==> src/rtl/inst_dispatch_buffer_pkg.sv <==
// ============================================================================
// Module   : inst_dispatch_buffer_pkg
// Brief    : Shared instruction-record field widths and packed record type.
// Revision : 1.0 - initial release
// ============================================================================
`default_nettype none

package inst_dispatch_buffer_pkg;

  localparam int OPC_W    = 12;
  localparam int REG_W    = 5;
  localparam int IMM_W    = 16;
  localparam int ADDR26_W = 26;
  localparam int PC_W     = 32;
  localparam int REC_W    = OPC_W + 4 * REG_W + IMM_W + ADDR26_W + PC_W;

  typedef struct packed {
    logic [OPC_W-1:0]    opcode;
    logic [REG_W-1:0]    rs;
    logic [REG_W-1:0]    rt;
    logic [REG_W-1:0]    rd;
    logic [REG_W-1:0]    shamt;
    logic [IMM_W-1:0]    immediate;
    logic [ADDR26_W-1:0] address;
    logic [PC_W-1:0]     pc;
  } inst_rec_t;

endpackage

`default_nettype wire

==> src/rtl/inst_dispatch_buffer_fifo.sv <==
// ============================================================================
// Module   : sync_fifo
// Brief    : Show-ahead synchronous FIFO with flush; strobes arrive pre-gated.
// Revision : 1.0 - initial release
// ============================================================================
`default_nettype none

module sync_fifo #(
  parameter int WIDTH  = 8,
  parameter int DEPTH  = 4,
  parameter int ADDR_W = 2
) (
  input  logic              clk,
  input  logic              rst,
  input  logic              flush,
  input  logic              push,
  input  logic              pop,
  input  logic [WIDTH-1:0]  wr_data,
  output logic [WIDTH-1:0]  rd_data,
  output logic              full,
  output logic              empty,
  output logic [ADDR_W:0]   count
);

  localparam logic [ADDR_W:0] C_DEPTH = (ADDR_W + 1)'(DEPTH);

  logic [WIDTH-1:0]  mem [DEPTH];
  logic [ADDR_W-1:0] r_wr_ptr;
  logic [ADDR_W-1:0] r_rd_ptr;
  logic [ADDR_W:0]   r_count;

  // Storage is deliberately not reset; only the pointers define validity.
  always_ff @(posedge clk) begin
    if (push) mem[r_wr_ptr] <= wr_data;
  end

  always_ff @(posedge clk or negedge rst) begin
    if (!rst) begin
      r_wr_ptr <= '0;
      r_rd_ptr <= '0;
      r_count  <= '0;
    end else if (flush) begin
      r_wr_ptr <= '0;
      r_rd_ptr <= '0;
      r_count  <= '0;
    end else begin
      if (push) r_wr_ptr <= r_wr_ptr + 1'b1;
      if (pop)  r_rd_ptr <= r_rd_ptr + 1'b1;
      case ({push, pop})
        2'b10:   r_count <= r_count + 1'b1;
        2'b01:   r_count <= r_count - 1'b1;
        default: r_count <= r_count;
      endcase
    end
  end

  assign rd_data = mem[r_rd_ptr];
  assign full    = (r_count == C_DEPTH);
  assign empty   = (r_count == '0);
  assign count   = r_count;

endmodule

`default_nettype wire

==> src/rtl/inst_dispatch_buffer.sv <==
// ============================================================================
// Module   : inst_dispatch_buffer
// Brief    : Buffers decoded instruction records and issues them in order.
// Revision : 1.0 - initial release
// ============================================================================
`default_nettype none

module inst_dispatch_buffer
  import inst_dispatch_buffer_pkg::*;
#(
  parameter int DEPTH  = 4,
  parameter int ADDR_W = 2
) (
  input  logic                clk,
  input  logic                rst,
  input  logic [OPC_W-1:0]    in_opcode,
  input  logic [REG_W-1:0]    in_rs,
  input  logic [REG_W-1:0]    in_rt,
  input  logic [REG_W-1:0]    in_rd,
  input  logic [REG_W-1:0]    in_shamt,
  input  logic [IMM_W-1:0]    in_immediate,
  input  logic [ADDR26_W-1:0] in_address,
  input  logic [PC_W-1:0]     in_pc,
  input  logic                in_valid,
  input  logic                flush,
  input  logic                issue_ready,
  output logic                fetch_stall,
  output logic                issue_valid,
  output logic [OPC_W-1:0]    issue_opcode,
  output logic [REG_W-1:0]    issue_rs,
  output logic [REG_W-1:0]    issue_rt,
  output logic [REG_W-1:0]    issue_rd,
  output logic [REG_W-1:0]    issue_shamt,
  output logic [IMM_W-1:0]    issue_immediate,
  output logic [ADDR26_W-1:0] issue_address,
  output logic [PC_W-1:0]     issue_pc,
  output logic [ADDR_W:0]     occupancy
);

  inst_rec_t w_in_rec;
  inst_rec_t w_head_rec;
  logic      w_full;
  logic      w_empty;
  logic      w_push;
  logic      w_pop;

  assign w_in_rec = '{opcode: in_opcode, rs: in_rs, rt: in_rt, rd: in_rd,
                      shamt: in_shamt, immediate: in_immediate,
                      address: in_address, pc: in_pc};

  // Stall comes from the registered count, so a same-cycle pop never frees a slot early.
  assign w_push = in_valid & ~w_full & ~flush;
  assign w_pop  = ~w_empty & issue_ready & ~flush;

  sync_fifo #(
    .WIDTH  (REC_W),
    .DEPTH  (DEPTH),
    .ADDR_W (ADDR_W)
  ) u_fifo (
    .clk     (clk),
    .rst     (rst),
    .flush   (flush),
    .push    (w_push),
    .pop     (w_pop),
    .wr_data (w_in_rec),
    .rd_data (w_head_rec),
    .full    (w_full),
    .empty   (w_empty),
    .count   (occupancy)
  );

  assign fetch_stall     = w_full;
  assign issue_valid     = ~w_empty;
  assign issue_opcode    = w_head_rec.opcode;
  assign issue_rs        = w_head_rec.rs;
  assign issue_rt        = w_head_rec.rt;
  assign issue_rd        = w_head_rec.rd;
  assign issue_shamt     = w_head_rec.shamt;
  assign issue_immediate = w_head_rec.immediate;
  assign issue_address   = w_head_rec.address;
  assign issue_pc        = w_head_rec.pc;

endmodule

`default_nettype wire

==> config.mk <==
export PLATFORM = sky130hd
export DESIGN_NAME = inst_dispatch_buffer
export DESIGN_NICKNAME = d
export VERILOG_FILES = /design/src/rtl/inst_dispatch_buffer_pkg.sv /design/src/rtl/inst_dispatch_buffer_fifo.sv /design/src/rtl/inst_dispatch_buffer.sv
export SDC_FILE = /design/constraint.sdc
export NUM_CORES = 1
export LEC_CHECK = 0
export ABC_AREA = 1
export ABC_CLOCK_PERIOD_IN_PS = 7900
export CAP_MARGIN = 25
export CORE_UTILIZATION = 54
export CTS_CLUSTER_SIZE = 8
export DETAILED_ROUTE_END_ITERATION = 12
export PLACE_DENSITY_LB_ADDON = 0.15
export SYNTH_ARGS = -nofsm -noshare
export SYNTH_HDL_FRONTEND = slang
export SYNTH_SLANG_ARGS = --single-unit
==> constraint.sdc <==
create_clock -name clk -period 7.9 [get_ports clk]
set_clock_uncertainty 0.05 [all_clocks]
set_input_delay 1.975 -clock clk [delete_from_list [all_inputs] [get_ports clk]]
set_output_delay 1.975 -clock clk [all_outputs]
set_load 0.01 [all_outputs]
==> results.md <==
- Max frequency: 0.1775 GHz
- CP max stage cell: dfrtp_4
- Port Buffer Count: ~220
- Clock Latency Late Sink: approximately 550 ps
- Antenna Violating Nets Remaining: 0
- # diodes: 0
- Die area: 0.03051 mm²
- Worst hold start: u_fifo.count[1]
- CP required: 5880 ps
- Synth Cell Area: 0.01610 mm²
- Total GRT Usage: ~22%
- Post CTS Setup Buffer Count: 0
- Io pins: 222
- Max transition margin: about two fifths
- Simple-gate area share of the yosys netlist: under 10%
- Hold Path End: u_fifo.count[1]
- Root Buffer: clkbuf_16
- Crit Reg-Reg Endpoint: u_fifo.mem[0][105]
- Die H: about 170 µm
- Critical path startpoint category: register
- Share of layout cells above drive strength 1: ~6.3%
- Max clock buf depth: 3
- Rows: 62
- Seq/Total Area, Yosys: 80.16%
- CTS tree: built
- Final hold violations: 0
- Post-synthesis cell count: 1088
- Max-Cap Viols: 0
- HPWL after detailed placement: between 15000 and 20000 µm
- Max FO, Critical Path: 96
- Max-slew violation count: 0
- Hold depth: 2
- Cells along the critical path: inv_6 > buf_4 > nor2_1 > o22ai_1 > clkdlybuf4s50_1
- Number of synthesized register bits: around 430
- Die X: about 170 µm
- Pleak: 0.006683 µW
- WS Path Type: register to output port
- CTS hold repair buffers: 0
- FF-to-FF path depth: 5
- Worst-path clk slew: approximately 50 ps
- Vias in the first global route: between 9000 and 10000
- DP Worst Slack: 2802 ps
- Switching power: roughly 1700 µW
- Gate power share: 23.0%
- Post-synthesis xor/xnor area fraction: less than 1%
- Largest net degree at the start of global routing: 107
- Pint: 4677 µW
- Yosys warning total: 0
- Mapped Avg Cell Area: between 10 and 15 µm²
- CTS resizes: 0
- Post-synth EDFFs: roughly 420
- Routed vias/inst: between 5 and 6
- Non-Filler Cell Area, Final: between 0.02 and 0.025 mm²
- Peak supply drop: 0.2021 mV
- Largest stage delay, worst path: ~700 ps
- Setup TNS: 0 ps
- Avg WL per Cell: between 15 and 20 µm
- Final worst slack: ~2300 ps
- R2R Setup Slk: between 5000 and 6000 ps
- Placed inst area: roughly 0.019 mm²
- Largest family of logic cells by synthesized area: compound AO/OA/AOI/OAI gates
- First-pass DRT Iterations: 7
- Syn_nets: between 1000 and 1500
- Clk sinks: 431
- Compound-Gate Fraction of Synth Area: 10.97%
- Initial antenna violation count: 2
- Layout overhead on the synthesized area: 25.12%
- CTS buffer count: 59
- WP data arrival: around 3600 ps
- Slew @ Worst Pin: between 800 and 900 ps
- Finished Layout Cells: about 1700
- Post-placement cell count: about 1600
- Global-route wire length before repair: approximately 53000 µm
- Multiplexer area fraction after synthesis: 0%
- Synth cell types: 20
- Post-synthesis adder-cell area fraction: less than 1%
- Reg power frac: a little over two fifths
- DR DRC count: 0
- Worst R2R Start: u_fifo.count[0]
- Primary flip-flop cell chosen by synthesis mapping: edfxtp_1
- Core ar.: slightly below 0.03 mm²
- Setup violators final: 0
- Final worst path period need: about 5600 ps
- Final core occ: a little over two thirds
- GPL Wtd Cong: between 0.7 and 0.8
- First DRT Iteration DRCs: 697
- H-tree depth: 2
- GRT overflow: 0
- Switching portion of total power: 27.05%
- Vias after detailed routing: around 9700
- Initial Util: 55.50%
- Crit. End Element: output port
- Worst min-delay path class: register to register
- # fillers: between 1500 and 2000
- Nets: 1432
- Status: finished clean
- Power per cell area: ~320 mW/mm²
- Routed wire length: 34160 µm
- RSZ-0062 raised after global routing: no
- Fraction of registers with async set/reset: under 10%
- Final period util: a little under three quarters
- Clk pwr share: 33.9%
## area by class of cell
class                   count  area, µm²  share of cell area, %
inverters                  14      58.81                 0.2919
repair buffers            235       2330                  11.56
clock inverters             2      25.02                 0.1242
multi-input cells         575       2793                  13.86
flip-flops and latches    431      12910                  64.10
well taps                 384      480.5                  2.385
clock buffers              72       1546                  7.676
## worst max-delay path, delay by kind of cell (launching register included)
family,cells,cell delay [ps]
compound gates,1,310
flops,1,720
simple gates,1,90
buf+inv,3,1910
## metrics by stage
step	hold WS [ps]	power [µW]
after global placement	501.1	4259
final	520.7	6411
after global routing	557.1	6682
after CTS	521.0	6470
after floorplan	465.7	3559
after detailed placement	507.6	4286
## cells in the mapped netlist, drive strengths merged (3+ instances only)
| cell | instances | share of area (%) |
|---|---|---|
| edfxtp | 424 | 79 |
| nor2 | 218 | 5.1 |
| o21ai | 216 | 6.7 |
| o22ai | 106 | 4.1 |
| clkbuf | 35 | 0.82 |
| buf | 33 | 1.5 |
| nand2 | 21 | 0.49 |
| inv | 14 | 0.34 |
| dfrtp | 7 | 1.1 |
| ha | 4 | 0.31 |
| nand3 | 4 | 0.12 |
| a21oi | 3 | 0.093 |
## power groups by stage
stage / Sequential, µW / Clock [µW] / Combinational (µW)
3_5_place_dp: 2810 / 0 / 1480
5_1_grt: 2780 / 2300 / 1600
2_1_floorplan: 2770 / 0 / 785
6_report: 2760 / 2170 / 1470
4_1_cts: 2760 / 2220 / 1490
3_3_place_gp: 2800 / 0 / 1460
## worst max path at each step
stage,start,endpoint,slack [ps],cells after the start
CTS,u_fifo.r_rd_ptr[0],issue_immediate[0],2190,5
global placement,u_fifo.r_rd_ptr[0],issue_opcode[7],2910,5
finish,u_fifo.r_rd_ptr[0],issue_immediate[0],2270,5
floorplan,flush,u_fifo.mem[0][0],530,3
global route,u_fifo.r_rd_ptr[0],issue_immediate[6],2050,5
detailed placement,u_fifo.r_rd_ptr[0],issue_immediate[0],2800,5
## cells by family (layout without fill, tap and decap cells)
| group | count (synthesis) | in the layout |
|---|---|---|
| AO/OA/AOI/OAI | 326 | 326 |
| XOR/XNOR | 1 | 1 |
| adder cells (fa/ha/maj) | 5 | 5 |
| buffers and inverters | 82 | 323 |
| flip-flops | 431 | 431 |
| AND/OR/NAND/NOR | 243 | 243 |
## state kept, by name, summed over array words and instances, names as in the netlist
| register | count |
|---|---|
| u_fifo.r_rd_ptr | 2 |
| u_fifo.count | 3 |
| u_fifo.r_wr_ptr | 2 |
| u_fifo.mem | 424 |
## per-layer routing
metal	up-vias	global-route usage, %	share of wire, %
li1	4563	-	-
met1	4783	30.56	43
met2	328	36.24	49
met3	57	4.308	6.2
met4	2	7.464	2.0
met5	-	0	0.038
## cells in the final DEF, fill, tap and decap left out, types with 5 or more instances in the layout
cell | Yosys | layout
nand2_1 | 21 | 21
clkdlybuf4s50_1 | 0 | 221
clkbuf_16 | 0 | 60
dfrtp_1 | 7 | 5
inv_1 | 12 | 12
nor2_1 | 218 | 214
edfxtp_1 | 424 | 424
o21ai_1 | 63 | 63
clkbuf_1 | 35 | 12
o21ai_0 | 153 | 153
buf_4 | 5 | 13
o22ai_1 | 106 | 106
Note: power is estimated with default switching activity, not from simulation.
